### config.mk
export PLATFORM = sky130hd
export DESIGN_NAME = axi_burst_sequencer
export DESIGN_NICKNAME = d
export VERILOG_FILES = /design/src/rtl/axi_seq_pkg.sv /design/src/rtl/axi_burst_calc.sv /design/src/rtl/axi_burst_sequencer.sv
export SDC_FILE = /design/constraint.sdc
export NUM_CORES = 1
export LEC_CHECK = 0
export BUFFER_PORTS_ARGS = -buffer_cell sky130_fd_sc_hd__buf_2
export CORE_ASPECT_RATIO = 1.4
export CORE_UTILIZATION = 40
export DETAILED_ROUTE_END_ITERATION = 10
export HOLD_SLACK_MARGIN = 0.02
export PLACE_DENSITY_LB_ADDON = 0.3
export SLEW_MARGIN = 10
export SYNTH_ARGS = -nofsm -noshare
export SYNTH_HDL_FRONTEND = slang
export SYNTH_SLANG_ARGS = --single-unit
### constraint.sdc
create_clock -name clk -period 7.52 [get_ports clk]
set_clock_uncertainty 0.2 [all_clocks]
set_input_delay 1.128 -clock clk [delete_from_list [all_inputs] [get_ports clk]]
set_output_delay 1.128 -clock clk [all_outputs]
set_load 0.1 [all_outputs]
### src/rtl/axi_seq_pkg.sv
`default_nettype none
// ============================================================================
// Module      : axi_seq_pkg
// Description : Shared state/error encodings and constants for the AXI burst
//               sequencer and its burst-size calculator.
// Revision    : 1.0 - initial release
// ============================================================================
package axi_seq_pkg;

    localparam int AXI_4K_BOUNDARY = 4096;

    typedef enum logic [2:0] {
        ST_IDLE   = 3'd0,
        ST_CALC   = 3'd1,
        ST_ISSUE  = 3'd2,
        ST_WAIT   = 3'd3,
        ST_FINISH = 3'd4
    } seq_state_e;

    typedef enum logic [1:0] {
        ERR_OK      = 2'b00,
        ERR_ENGINE  = 2'b01,
        ERR_TIMEOUT = 2'b10,
        ERR_ABORT   = 2'b11
    } seq_err_e;

endpackage
`default_nettype wire

### src/rtl/axi_burst_calc.sv
`default_nettype none
// ============================================================================
// Module      : axi_burst_calc
// Description : Combinational burst size: min(beats left, MAX_BEATS, beats to
//               the next 4 KB page boundary).
// Revision    : 1.0 - initial release
// ============================================================================
module axi_burst_calc
    import axi_seq_pkg::*;
#(
    parameter int DATA_WIDTH = 64,
    parameter int CNT_WIDTH  = 16,
    parameter int MAX_BEATS  = 256
) (
    input  logic [11:0]          i_page_offset,
    input  logic [CNT_WIDTH-1:0] i_beats_left,
    output logic [8:0]           o_beats
);

    localparam int c_BPB   = DATA_WIDTH / 8;
    localparam int c_OFF_W = $clog2(c_BPB);
    localparam int c_W     = (CNT_WIDTH > 13) ? CNT_WIDTH : 13;

    logic [12:0]    w_page_bytes;
    logic [12:0]    w_page_beats;
    logic [c_W-1:0] w_left;
    logic [c_W-1:0] w_max;
    logic [c_W-1:0] w_page;
    logic [c_W-1:0] w_min;

    always_comb begin
        // Offset is beat-aligned, so the shift is an exact division.
        w_page_bytes = 13'(AXI_4K_BOUNDARY) - {1'b0, i_page_offset};
        w_page_beats = w_page_bytes >> c_OFF_W;
        w_left       = c_W'(i_beats_left);
        w_max        = c_W'(MAX_BEATS);
        w_page       = c_W'(w_page_beats);
        w_min        = w_left;
        if (w_max < w_min) begin
            w_min = w_max;
        end
        if (w_page < w_min) begin
            w_min = w_page;
        end
        o_beats = w_min[8:0];
    end

endmodule
`default_nettype wire

### src/rtl/axi_burst_sequencer.sv
`default_nettype none
// ============================================================================
// Module      : axi_burst_sequencer
// Description : Splits a transfer descriptor into 4 KB-safe AXI INCR bursts and
//               drives the AXI master engine one burst at a time.
// Revision    : 1.0 - initial release
// ============================================================================
module axi_burst_sequencer
    import axi_seq_pkg::*;
#(
    parameter int ADDR_WIDTH  = 32,
    parameter int DATA_WIDTH  = 64,
    parameter int CNT_WIDTH   = 16,
    parameter int MAX_BEATS   = 256,
    parameter int TIMEOUT_CYC = 65535
) (
    input  logic                  clk,
    input  logic                  rst,
    input  logic                  cmd_valid,
    output logic                  cmd_ready,
    input  logic                  cmd_rnw,
    input  logic [ADDR_WIDTH-1:0] cmd_addr,
    input  logic [CNT_WIDTH-1:0]  cmd_beats,
    input  logic                  cmd_abort,
    output logic                  mst_go,
    output logic                  mst_rnw,
    output logic [ADDR_WIDTH-1:0] mst_address,
    output logic [7:0]            mst_burst_length,
    output logic [6:0]            mst_burst_size,
    output logic                  mst_increment,
    input  logic                  mst_busy,
    input  logic                  mst_done,
    input  logic                  mst_error,
    output logic                  seq_busy,
    output logic                  seq_done,
    output logic [1:0]            seq_error,
    output logic [CNT_WIDTH-1:0]  beats_left,
    output logic [15:0]           bursts_issued
);

    localparam int           c_BPB        = DATA_WIDTH / 8;
    localparam int           c_OFF_W      = $clog2(c_BPB);
    localparam int           c_TMR_W      = $clog2(TIMEOUT_CYC + 1);
    localparam logic [6:0]   c_BURST_SIZE = 7'(c_BPB % 128);
    localparam logic [c_TMR_W-1:0] c_TMR_LAST = c_TMR_W'(TIMEOUT_CYC - 1);

    seq_state_e              r_state_q,  w_state_d;
    seq_err_e                r_err_q,    w_err_d;
    logic                    r_rnw_q,    w_rnw_d;
    logic                    r_abort_q,  w_abort_d;
    logic [ADDR_WIDTH-1:0]   r_addr_q,   w_addr_d;
    logic [ADDR_WIDTH-1:0]   r_maddr_q,  w_maddr_d;
    logic [7:0]              r_len_q,    w_len_d;
    logic [8:0]              r_n_q,      w_n_d;
    logic [CNT_WIDTH-1:0]    r_beats_q,  w_beats_d;
    logic [15:0]             r_bursts_q, w_bursts_d;
    logic [c_TMR_W-1:0]      r_timer_q,  w_timer_d;

    logic [8:0]              w_calc_n;
    logic [CNT_WIDTH-1:0]    w_beats_after;
    logic                    w_misaligned;
    logic                    w_abort_seen;

    axi_burst_calc #(
        .DATA_WIDTH (DATA_WIDTH),
        .CNT_WIDTH  (CNT_WIDTH),
        .MAX_BEATS  (MAX_BEATS)
    ) u_calc (
        .i_page_offset (r_addr_q[11:0]),
        .i_beats_left  (r_beats_q),
        .o_beats       (w_calc_n)
    );

    assign w_misaligned  = |cmd_addr[c_OFF_W-1:0];
    assign w_beats_after = r_beats_q - CNT_WIDTH'(r_n_q);
    assign w_abort_seen  = r_abort_q | cmd_abort;

    always_comb begin
        w_state_d  = r_state_q;
        w_err_d    = r_err_q;
        w_rnw_d    = r_rnw_q;
        w_abort_d  = r_abort_q;
        w_addr_d   = r_addr_q;
        w_maddr_d  = r_maddr_q;
        w_len_d    = r_len_q;
        w_n_d      = r_n_q;
        w_beats_d  = r_beats_q;
        w_bursts_d = r_bursts_q;
        w_timer_d  = r_timer_q;

        case (r_state_q)
            ST_IDLE: begin
                if (cmd_valid) begin
                    w_rnw_d    = cmd_rnw;
                    w_addr_d   = cmd_addr;
                    w_beats_d  = cmd_beats;
                    w_bursts_d = 16'd0;
                    w_abort_d  = 1'b0;
                    if (w_misaligned) begin
                        w_err_d   = ERR_ABORT;
                        w_state_d = ST_FINISH;
                    end else begin
                        w_err_d   = ERR_OK;
                        w_state_d = ST_CALC;
                    end
                end
            end
            ST_CALC: begin
                // A zero-beat descriptor falls out here, giving it the same
                // two-cycle accept-to-response latency as a real burst.
                if (r_beats_q == '0) begin
                    w_state_d = ST_FINISH;
                end else begin
                    w_n_d     = w_calc_n;
                    w_maddr_d = r_addr_q;
                    w_len_d   = w_calc_n[7:0];
                    w_timer_d = '0;
                    w_state_d = ST_ISSUE;
                end
            end
            ST_ISSUE: begin
                if (r_timer_q == c_TMR_LAST) begin
                    w_err_d   = ERR_TIMEOUT;
                    w_state_d = ST_FINISH;
                end else if (mst_busy) begin
                    w_abort_d = w_abort_seen;
                    w_timer_d = r_timer_q + 1'b1;
                    w_state_d = ST_WAIT;
                end else if (cmd_abort) begin
                    w_err_d   = ERR_ABORT;
                    w_state_d = ST_FINISH;
                end else begin
                    w_timer_d = r_timer_q + 1'b1;
                end
            end
            ST_WAIT: begin
                w_abort_d = w_abort_seen;
                if (mst_done) begin
                    w_bursts_d = (r_bursts_q == 16'hFFFF) ? r_bursts_q : r_bursts_q + 16'd1;
                    w_addr_d   = r_addr_q + (ADDR_WIDTH'(r_n_q) << c_OFF_W);
                    w_beats_d  = w_beats_after;
                    if (mst_error) begin
                        w_err_d   = ERR_ENGINE;
                        w_state_d = ST_FINISH;
                    end else if (w_beats_after == '0) begin
                        w_state_d = ST_FINISH;
                    end else if (w_abort_seen) begin
                        w_err_d   = ERR_ABORT;
                        w_state_d = ST_FINISH;
                    end else begin
                        w_state_d = ST_CALC;
                    end
                end else if (r_timer_q == c_TMR_LAST) begin
                    w_err_d   = ERR_TIMEOUT;
                    w_state_d = ST_FINISH;
                end else begin
                    w_timer_d = r_timer_q + 1'b1;
                end
            end
            ST_FINISH: begin
                w_state_d = ST_IDLE;
            end
            default: begin
                w_state_d = ST_IDLE;
            end
        endcase
    end

    always_ff @(posedge clk) begin
        if (rst) begin
            r_state_q  <= ST_IDLE;
            r_err_q    <= ERR_OK;
            r_rnw_q    <= 1'b0;
            r_abort_q  <= 1'b0;
            r_addr_q   <= '0;
            r_maddr_q  <= '0;
            r_len_q    <= '0;
            r_n_q      <= '0;
            r_beats_q  <= '0;
            r_bursts_q <= '0;
            r_timer_q  <= '0;
        end else begin
            r_state_q  <= w_state_d;
            r_err_q    <= w_err_d;
            r_rnw_q    <= w_rnw_d;
            r_abort_q  <= w_abort_d;
            r_addr_q   <= w_addr_d;
            r_maddr_q  <= w_maddr_d;
            r_len_q    <= w_len_d;
            r_n_q      <= w_n_d;
            r_beats_q  <= w_beats_d;
            r_bursts_q <= w_bursts_d;
            r_timer_q  <= w_timer_d;
        end
    end

    assign cmd_ready        = (r_state_q == ST_IDLE);
    assign seq_busy         = (r_state_q != ST_IDLE);
    assign seq_done         = (r_state_q == ST_FINISH);
    assign mst_go           = (r_state_q == ST_ISSUE);
    assign mst_rnw          = r_rnw_q;
    assign mst_address      = r_maddr_q;
    assign mst_burst_length = r_len_q;
    assign mst_burst_size   = c_BURST_SIZE;
    assign mst_increment    = 1'b1;
    assign seq_error        = r_err_q;
    assign beats_left       = r_beats_q;
    assign bursts_issued    = r_bursts_q;

endmodule
`default_nettype wire

Word-level counts from Yosys, hierarchy flattened
Index checks and enable logic that the tools add are counted.
- bits in registers: 136
- output and inout bits: 87
- bits in latches: 0
- input bits: 56
- memories kept: 0
- memory bits (read-only): 0
- memory bits (writable): 0
- bitwise gates (word level): 2
- order comparisons: 2
- div/mod/pow operators: 0
- multipliers: 0
- eq/ne operators: 21
- $add $sub $neg: 5
- multiplexer cells: 46
- shifts and indexed selects: 0
- reduce and logical (&&, ||, !) cells: 16
- operators with widths (operator ; count):
    $mux 16 ; 12
    $mux 32 ; 2
    $pmux 16 s2 ; 2
    $pmux 32 s2 ; 1
    $pmux 16 s3 ; 1
    $mux 3 ; 11
    $add 16x1->16 const B ; 2
    $add 32x12->32 ; 1
    $eq 16x16->1 const B ; 2
    $logic_not 16->1 ; 2
    $mux 2 ; 10
    $lt 10x16->1 ; 1
    $lt 9x16->1 const A ; 1
    $sub 16x9->16 ; 1
    $ne 2x2->1 const B ; 7
    $sub 13x12->13 const A ; 1
    $pmux 3 s4 ; 1
    $mux 9 ; 1
    $ne 3x2->1 const B ; 3
    $reduce_bool 3->1 ; 3
    $ne 4x4->1 const B ; 2
    $reduce_and 4->1 ; 2
    $reduce_and 7->1 ; 1
    $eq 3x2->1 const B ; 2
    16 further kinds ; 20

Longest topological paths before layout
Gate-level depths: netlist of run 1.
- word-level depth: 6
- depth in mapped cells: 15
- mapped depth without buffers: 14

Modules after synthesis
Synthesis of run 1 repeated with hierarchy kept, for this count alone.
- cell total of the unflattened synthesis: 1005
- area, all modules: 7732.4 um2
- modules (own cells, without submodules) (module ; area each (um2) ; instances ; sequential area each (um2) ; cells an instance):
    axi_burst_sequencer ; 6990.5 ; 1 ; 2562.5 ; 902
    axi_burst_calc ; 742.0 ; 1 ; 0.0 ; 103

Worst setup path after synthesis of run 1
No wires, ideal clock.
- kind: register to output
- start: register r_state_q[1]
- end: output seq_busy
- data arrival time: 4.069 ns
- setup slack: 2.123 ns
- required time: 6.192 ns
- cell stages (with the launch flop): 4
- cells stage by stage: dfxtp_1 > clkbuf_1 > nor3_1 > inv_1
- longest elaborated chain between the ends: 1
- ends and longest elaborated chain (what ; line ; RTL):
    start: declaration ; axi_burst_sequencer.sv:47 ; seq_state_e r_state_q, w_state_d;
    start signal: assignment ; axi_burst_sequencer.sv:183 ; r_state_q <= w_state_d;
    $reduce_bool 3->1 ; axi_burst_sequencer.sv:198 ; assign seq_busy = (r_state_q != ST_IDLE);
    end: declaration ; axi_burst_sequencer.sv:34 ; output logic seq_busy,
Every way passes these cells.

Final worst setup path of run 1
- start: register r_beats_q[11] (netlist: beats_left[11])
- end: register r_len_q[6] (netlist: mst_burst_length[6])
- longest elaborated chain between the ends: 4
- ends and longest elaborated chain (what ; line ; RTL):
    start: declaration ; axi_burst_sequencer.sv:55 ; logic [CNT_WIDTH-1:0] r_beats_q, w_beats_d;
    start signal: assignment ; axi_burst_sequencer.sv:191 ; r_beats_q <= w_beats_d;
    $lt 9x16->1 ; axi_burst_calc.sv:39 ; if (w_max < w_min) begin
    $mux 16 ; axi_burst_calc.sv:39 ;
    $lt 10x16->1 ; axi_burst_calc.sv:42 ; if (w_page < w_min) begin
    $mux 9 ; axi_burst_calc.sv:42 ;
    end signal: assignment ; axi_burst_sequencer.sv:189 ; r_len_q <= w_len_d;
    end: declaration ; axi_burst_sequencer.sv:53 ; logic [7:0] r_len_q, w_len_d;
Several ways; a longest one is shown, not always the timed one.
A chain may end at the register's enable or synchronous reset.

==> impl_metrics.csv, run 1 <==
group,metric,value,unit
finish,syn2layout_area_growth,17.46,%
job,maxCapViolCount,0,
drt,viasPerCell,5.497,
synthesis,synth_seq_area_share,0.3466,
cts,cts-htree-levels,4,
sta,finalCritPeriodShare,0.5706,
cts,tritoncts,"done",
sta,min_period,4291,ps
power_and_ir_drop,power-per-cell-area,235.0,nW/µm²
global_routing,grt_max_degree,104,
die,die_h,162.9,µm
cts,cts_buffer_depth,2,
die,num_rows,58,
placed_design,placed_area,8123,µm²
critical_path,reg2reg_to,"mst_burst_length[6]$_SDFFE_PP0P_",
cts,clockRootBuffer,"clkbuf_16",
cts,cts.repair.resized,0,
sta,rsz0062_at_grt,"false",
synthesis,synth_area_leaders,"dfxtp_1, nand2_1, a21oi_1, nor2_1, ha_1",
synthesis,synth_area,7393,µm²
cts,cts.sinks,128,
cts,post-cts-setup-buffers,0,
synthesis,netlist.area_leader.share,0.3466,
drt,drc_errors,0,
drt,wl_per_cell,16.10,µm
drt,vias,7141,
die,io_pins,143,
die,die_width,116.9,µm
worst_hold_path,hp-class,"flop to flop",
synthesis,synth.most_common_cell,"nand2_1",
global_routing,first_global_vias,6767,
sta,max_freq,233.1,MHz
synthesis,ys_ff_latch,128,
cts,insertion_delay,430,ps
global_routing,grt_overflow,0,
drt,firstDrtPassIters,5,
synthesis,synth-edff-count,0,
placed_design,io_buffers,134,
finish,fillCellCount,1879,
critical_path,critical_path.startpoint,"beats_left[11]$_SDFFE_PP0P_",
critical_path,crit_required,7680,ps
sta,fin_setup_tns,0,ps
cts,numCtsBuffers,17,
outcome,status,"finished clean",
drt,dr.first_iter.drc_count,386,
die,core-area,18000,µm²
sta,timing_worst_slew_pin_value,1105,ps
sta,max_slew_margin,0.2634,
die,initial_utilization,0.4108,
critical_path,r2r_slack,3230,ps
power_and_ir_drop,p_leak,3.507,nW
synthesis,synthTopCellsByCount,"nand2_1, dfxtp_1, nor2_1, a21oi_1, clkbuf_1",
placed_design,gp_congestion,0.8711,
cts,cts_hold_buf,0,
critical_path,cp_max_fo,17,
synthesis,netlist_instances,947,
critical_path,endpoint,"mst_burst_length[6]$_SDFFE_PP0P_",
critical_path,startpoint_type,"flop",
synthesis,yosysWarnings,0,
cts,clk_pin_slew,60,ps
critical_path,cp.arrival,4450,ps
synthesis,yosys.area.top_type,"dfxtp_1",
synthesis,synthArstFlopShare,0,
global_routing,grt.total_usage,0.2276,
power_and_ir_drop,ir_drop,0.0001519,V
sta,hold_violations,0,
finish,drive_above_1_share,0.1749,
drt,drtAntennaViolNets,0,
synthesis,synth.distinct_cells,76,
global_routing,antenna_found_initial,1,
sta,setup_violations,0,
synthesis,syn_area_per_cell,7.807,µm²
placed_design,dp_hpwl,14.76,mm
critical_path,reg2reg_depth,11,
finish,final_nets,1135,
critical_path,r2r_start,"beats_left[11]$_SDFFE_PP0P_",
die,dieArea,19040,µm²
critical_path,endpoint_kind,"flop",
finish,fin_area,8685,µm²
critical_path,worst-setup-path-type,"flop to flop",
global_routing,grt_pass1_wl,33.75,mm
synthesis,synth-main-ff-cell,"dfxtp_1",
drt,wirelength,20.92,mm
sta,slew_viol_final,0,
worst min-delay path by stage:
stage | from | endpoint | slack, ps | depth (start not counted)
after floorplan | r_abort_q$_SDFFE_PP0P_ | r_abort_q$_SDFFE_PP0P_ | 240 | 2
after CTS | mst_address[23]$_SDFFE_PP0P_ | mst_address[23]$_SDFFE_PP0P_ | 250 | 2
final | mst_address[26]$_SDFFE_PP0P_ | mst_address[26]$_SDFFE_PP0P_ | 250 | 2
after global placement | mst_address[22]$_SDFFE_PP0P_ | mst_address[22]$_SDFFE_PP0P_ | 240 | 2
after detailed placement | mst_address[23]$_SDFFE_PP0P_ | mst_address[23]$_SDFFE_PP0P_ | 250 | 2
after global routing | mst_address[26]$_SDFFE_PP0P_ | mst_address[26]$_SDFFE_PP0P_ | 270 | 2
sequential cells by signal (all words and copies together), names as in the netlist:
name	cells
r_state_q	3
mst_rnw	1
bursts_issued	16
mst_address	32
r_n_q	2
mst_burst_length	7
r_abort_q	1
r_addr_q	32
r_timer_q	16
seq_error	2
beats_left	16
cell families after synthesis:
logic type	count (synthesis)	synth area share
adders and majority gates	32	0.05619
and+or+nand+nor	395	0.2527
DFF	128	0.3466
xor gates and xnor gates	45	0.05331
muxes	6	0.008293
buffers and inverters	94	0.05805
AOI/OAI and AO/OA	245	0.2239
other	2	0.001016
final cells by class:
type / instances / area (µm²) / area share
repair buffers: 140 / 718.2 / 0.08270
flip-flops and latches: 128 / 2562 / 0.2951
clock inverters: 5 / 53.80 / 0.006195
clock buffers: 25 / 505.5 / 0.05820
inverters: 28 / 105.1 / 0.01210
diodes: 1 / 2.502 / 0.0002881
multi-input cells: 732 / 4437 / 0.5109
well taps: 240 / 300.3 / 0.03458
critical path, stage by stage (launching register included):
cell and delay, ps:
dfxtp_1 380, or4_4 610, or3_4 360, a211oi_4 450
nand2_1 140, ha_1 310, nand2_1 90, nor2_1 60
a2111oi_0 690, a32oi_4 380, a311oi_1 370, o31a_1 190
layer usage:
metal	GRT usage	vias to the layer above	share of wire
met2	0.3905	182	0.49
li1	-	3570	-
met3	0.03796	56	0.040
met1	0.2726	3333	0.43
met4	0.1070	0	0.035
met5	0	-	0
through the flow:
stage	power (mW)	hold WS, ps	worst slack [ps]	instances	utilization
after floorplan	1.153	237.5	2123	954	-
after global routing	2.131	267.0	2977	1299	0.4826
final	2.041	248.8	3229	1299	0.4826
after detailed placement	1.255	245.5	3237	1268	0.4513
after CTS	2.052	253.0	3211	1298	0.4824
after global placement	1.251	241.1	3386	1268	0.4513
where the power goes:
part	total, mW	internal [mW]	switching [mW]
clock network	0.796	0.493	0.302
registers	0.756	0.710	0.0461
logic	0.489	0.146	0.343
cells in the final DEF (no fill, tap or decap), types with 5 or more instances in the layout:
cell type	n
a2111oi_0	5
a211oi_1	25
a21o_1	11
a21oi_1	84
a311oi_1	17
a31oi_1	14
and3_1	9
and4_1	5
buf_2	133
buf_4	7
clkbuf_16	17
clkbuf_8	5
conb_1	9
dfxtp_1	128
ha_1	30
inv_1	28
mux2i_1	5
nand2_1	141
nand2b_1	10
nand3_1	27
nand4_1	12
nor2_1	108
nor2b_1	10
nor3_1	28
nor4_1	10
o21a_1	6
o21ai_0	29
o31ai_1	7
or3_1	7
xnor2_1	24
xor2_1	21
(Power assumes the default switching activity.)
==> run 2: changes to the inputs <==
--- a/config.mk
+++ b/config.mk
@@ -5,6 +5,7 @@
 export SDC_FILE = /design/constraint.sdc
 export NUM_CORES = 1
 export LEC_CHECK = 0
+export ABC_AREA = 1
 export BUFFER_PORTS_ARGS = -buffer_cell sky130_fd_sc_hd__buf_2
 export CORE_ASPECT_RATIO = 1.4
 export CORE_UTILIZATION = 40
==> constraint.sdc (replaced) <==
create_clock -name clk -period 3.9 [get_ports clk]
set_clock_uncertainty 0.2 [all_clocks]
set_input_delay 0.585 -clock clk [delete_from_list [all_inputs] [get_ports clk]]
set_output_delay 0.585 -clock clk [all_outputs]
set_load 0.1 [all_outputs]
==> impl_metrics.csv, run 2 <==
group,metric,value,unit
outcome,status,"finished clean",
synthesis,synth_area_leaders,"dfxtp_1, nand2_1, a21oi_1, inv_1, o21ai_0",
power_and_ir_drop,p_seq_frac,0.343,
power_and_ir_drop,power.total,4.305,mW
die,num_rows,60,
global_routing,antenna_found_initial,0,
finish,final_common_cell,"nand2_1",
synthesis,yosys.area.top_type,"dfxtp_1",
cts,cts_buffer_depth,2,
sta,hold_violations,0,
finish,final_nets,1387,
die,initial_utilization,0.4074,
cts,clockRootBuffer,"clkbuf_16",
global_routing,grt_max_degree,72,
synthesis,synth-edff-count,0,
critical_path,crit_chain,"nor2_1 > nand4_1 > nor2_1 > nand2_1 > nor2_1 > nand2_1 > nor2_1 > nand2_1 > or2_2 > inv_1 > ha_1 > a21oi_1 > nand2_2 > nand2_1 > nand3_1 > a21oi_1",
finish,drive_above_1_share,0.1602,
sta,max_freq,289.2,MHz
sta,setup_violations,0,
synthesis,synthArstFlopShare,0,
critical_path,r2r_start,"r_addr_q[3]$_SDFFE_PP0P_",
job,maxCapViolCount,0,
cts,clk_pin_slew,60,ps
finish,fillCellCount,2039,
cts,insertion_delay,430,ps
critical_path,worstSetupPathDepth,16,
placed_design,dp_hpwl,16.99,mm
global_routing,first_global_vias,7601,
die,dieArea,20140,µm²
placed_design,io_buffers,134,
finish,final_cell_mix,"nand2_1, inv_1, buf_2",
critical_path,endpoint,"mst_burst_length[6]$_SDFFE_PP0P_",
cts,cts-htree-levels,4,
synthesis,synth.distinct_cells,48,
critical_path,reg2reg_to,"mst_burst_length[6]$_SDFFE_PP0P_",
power_and_ir_drop,switching_share,0.3677,
sta,timing_worst_slew_pin_value,802.2,ps
synthesis,synth-main-ff-cell,"dfxtp_1",
critical_path,cp.arrival,3610,ps
drt,vias,8072,
critical_path,cp_top_family,"simple AND/OR/NAND/NOR gates",
sta,rsz0062_at_grt,"false",
power_and_ir_drop,ir_drop,0.0003115,V
drt,dr.first_iter.drc_count,449,
synthesis,synthTopCellsByCount,"nand2_1, inv_1, dfxtp_1, nor2_1, a21oi_1",
finish,diodes,0,
critical_path,cp_max_fo,10,
critical_path,reg2reg_depth,16,
worst_hold_path,hp-class,"input pin to flop",
synthesis,synth_area,7829,µm²
sta,slew_viol_final,0,
global_routing,grt.total_usage,0.2293,
finish,final-seq-area,2562,µm²
sta,fin_setup_tns,0,ps
sta,min_period,3458,ps
placed_design,pre_cts_ws,529.7,ps
die,core-area,19220,µm²
cts,cts.sinks,128,
critical_path,max_stage_delay,660,ps
synthesis,ys_ff_latch,128,
synthesis,netlist.area_leader.share,0.3273,
cts,tritoncts,"done",
critical_path,endpoint_kind,"flop",
critical_path,critical_path.startpoint,"r_addr_q[3]$_SDFFE_PP0P_",
critical_path,startpoint_type,"flop",
power_and_ir_drop,p_leak,4.304,nW
finish,syn2layout_area_growth,17.58,%
power_and_ir_drop,clkPwrFrac,0.376,
global_routing,grt_pass1_wl,36.80,mm
synthesis,synth.most_common_cell,"nand2_1",
synthesis,netlist_instances,1188,
power_and_ir_drop,p_sw,1.583,mW
power_and_ir_drop,intPower,2.722,mW
cts,post-cts-setup-buffers,0,
sta,finalCritPeriodShare,0.8867,
drt,drc_errors,0,
drt,wirelength,22.70,mm
critical_path,worst-setup-path-type,"flop to flop",
die,die_width,120.2,µm
synthesis,yosysWarnings,0,
cts,cts.repair.resized,0,
finish,fin_area,9205,µm²
die,die_h,167.5,µm
placed_design,placed_area,8610,µm²
cts,cts_hold_buf,0,
global_routing,grt_overflow,0,
critical_path,r2r_slack,440,ps
critical_path,slowest_stage,"a21oi_1",
critical_path,crit_required,4050,ps
critical_path,cp_num_buf_inv,1,
drt,wl_per_cell,14.56,µm
synthesis,syn_area_per_cell,6.590,µm²
synthesis,synth_seq_area_share,0.3273,
drt,viasPerCell,5.178,
power_and_ir_drop,power_frac_comb,0.281,
sta,max_slew_margin,0.4652,
sta,worst_slack,442.0,ps
power_and_ir_drop,power-per-cell-area,467.7,nW/µm²
drt,firstDrtPassIters,5,
drt,drtAntennaViolNets,0,
finish,multi_input_area,4481,µm²
cts,numCtsBuffers,17,
die,io_pins,143,
placed_design,gp_congestion,0.8715,
## run 2: cell types whose count changed after synthesis, moves of 10 or more
| cell | change |
|---|---|
| o21ai_0 | +67 |
| nand2b_1 | -10 |
| a211oi_1 | -15 |
| nand2_1 | +121 |
| o211ai_1 | +11 |
| a311oi_1 | -16 |
| inv_1 | +109 |
| nor2b_1 | -10 |
| xor2_1 | -16 |
| nand3_1 | +54 |
| xnor2_1 | -17 |
| a21oi_1 | +19 |
## run 2: layout make-up
| class | instances | area share |
|---|---|---|
| multi-input combinational | 869 | 0.4867 |
| sequential | 128 | 0.2784 |
| timing repair buffer | 141 | 0.07856 |
| inverter | 142 | 0.05790 |
| clock buffer | 20 | 0.04961 |
| tap | 248 | 0.03371 |
| clock inverter | 11 | 0.01509 |
## run 2: worst register-to-register path, stage by stage (launching register included)
cell and delay (ps):
dfxtp_1 350, nor2_1 140, nand4_1 150, nor2_1 150, nand2_1 120, nor2_1 100, nand2_1 80, nor2_1 130
nand2_1 100, or2_2 300, inv_1 60, ha_1 240, a21oi_1 660, nand2_2 270, nand2_1 120, nand3_1 70
a21oi_1 150
## run 2: layer usage
metal	wire length [µm]	GRT usage
met1	9662	0.2651
met2	11560	0.4128
met3	907	0.03713
met4	566	0.09608
met5	0	0
## run 2: kinds of logic after synthesis
group | Yosys count | synth area share
other | 2 | 0.0009593
AO/OA/AOI/OAI | 269 | 0.1911
XOR/XNOR | 12 | 0.01342
flip-flops | 128 | 0.3273
AND/OR/NAND/NOR | 547 | 0.3104
adder cells (fa/ha/maj) | 32 | 0.05306
buffers and inverters | 198 | 0.1037
## run 2: worst min path at each step
stage | start | to | slack [ps] | depth (start not counted)
2_1_floorplan | r_timer_q[13]$_SDFFE_PP0P_ | r_timer_q[13]$_SDFFE_PP0P_ | 230 | 2
3_3_place_gp | r_timer_q[13]$_SDFFE_PP0P_ | r_timer_q[13]$_SDFFE_PP0P_ | 230 | 2
3_5_place_dp | r_abort_q$_SDFFE_PP0P_ | r_abort_q$_SDFFE_PP0P_ | 250 | 2
4_1_cts | rst | bursts_issued[1]$_SDFFE_PP0P_ | 210 | 2
5_1_grt | rst | bursts_issued[1]$_SDFFE_PP0P_ | 220 | 2
6_report | rst | bursts_issued[1]$_SDFFE_PP0P_ | 220 | 2
## run 2: power by group through the flow
stage / Sequential (mW) / Clock, mW / Combinational, mW
2_1_floorplan: 1.75 / 0 / 0.721
3_3_place_gp: 1.50 / 0 / 1.20
3_5_place_dp: 1.50 / 0 / 1.21
4_1_cts: 1.48 / 1.65 / 1.21
5_1_grt: 1.49 / 1.71 / 1.33
6_report: 1.48 / 1.62 / 1.21
## run 2: stage by stage
stage / utilization / instances / hold WS [ps]
2_1_floorplan: - / 1195 / 226.7
3_3_place_gp: 0.4480 / 1528 / 234.5
3_5_place_dp: 0.4480 / 1528 / 253.5
4_1_cts: 0.4790 / 1559 / 212.5
5_1_grt: 0.4790 / 1559 / 223.8
6_report: 0.4790 / 1559 / 222.6
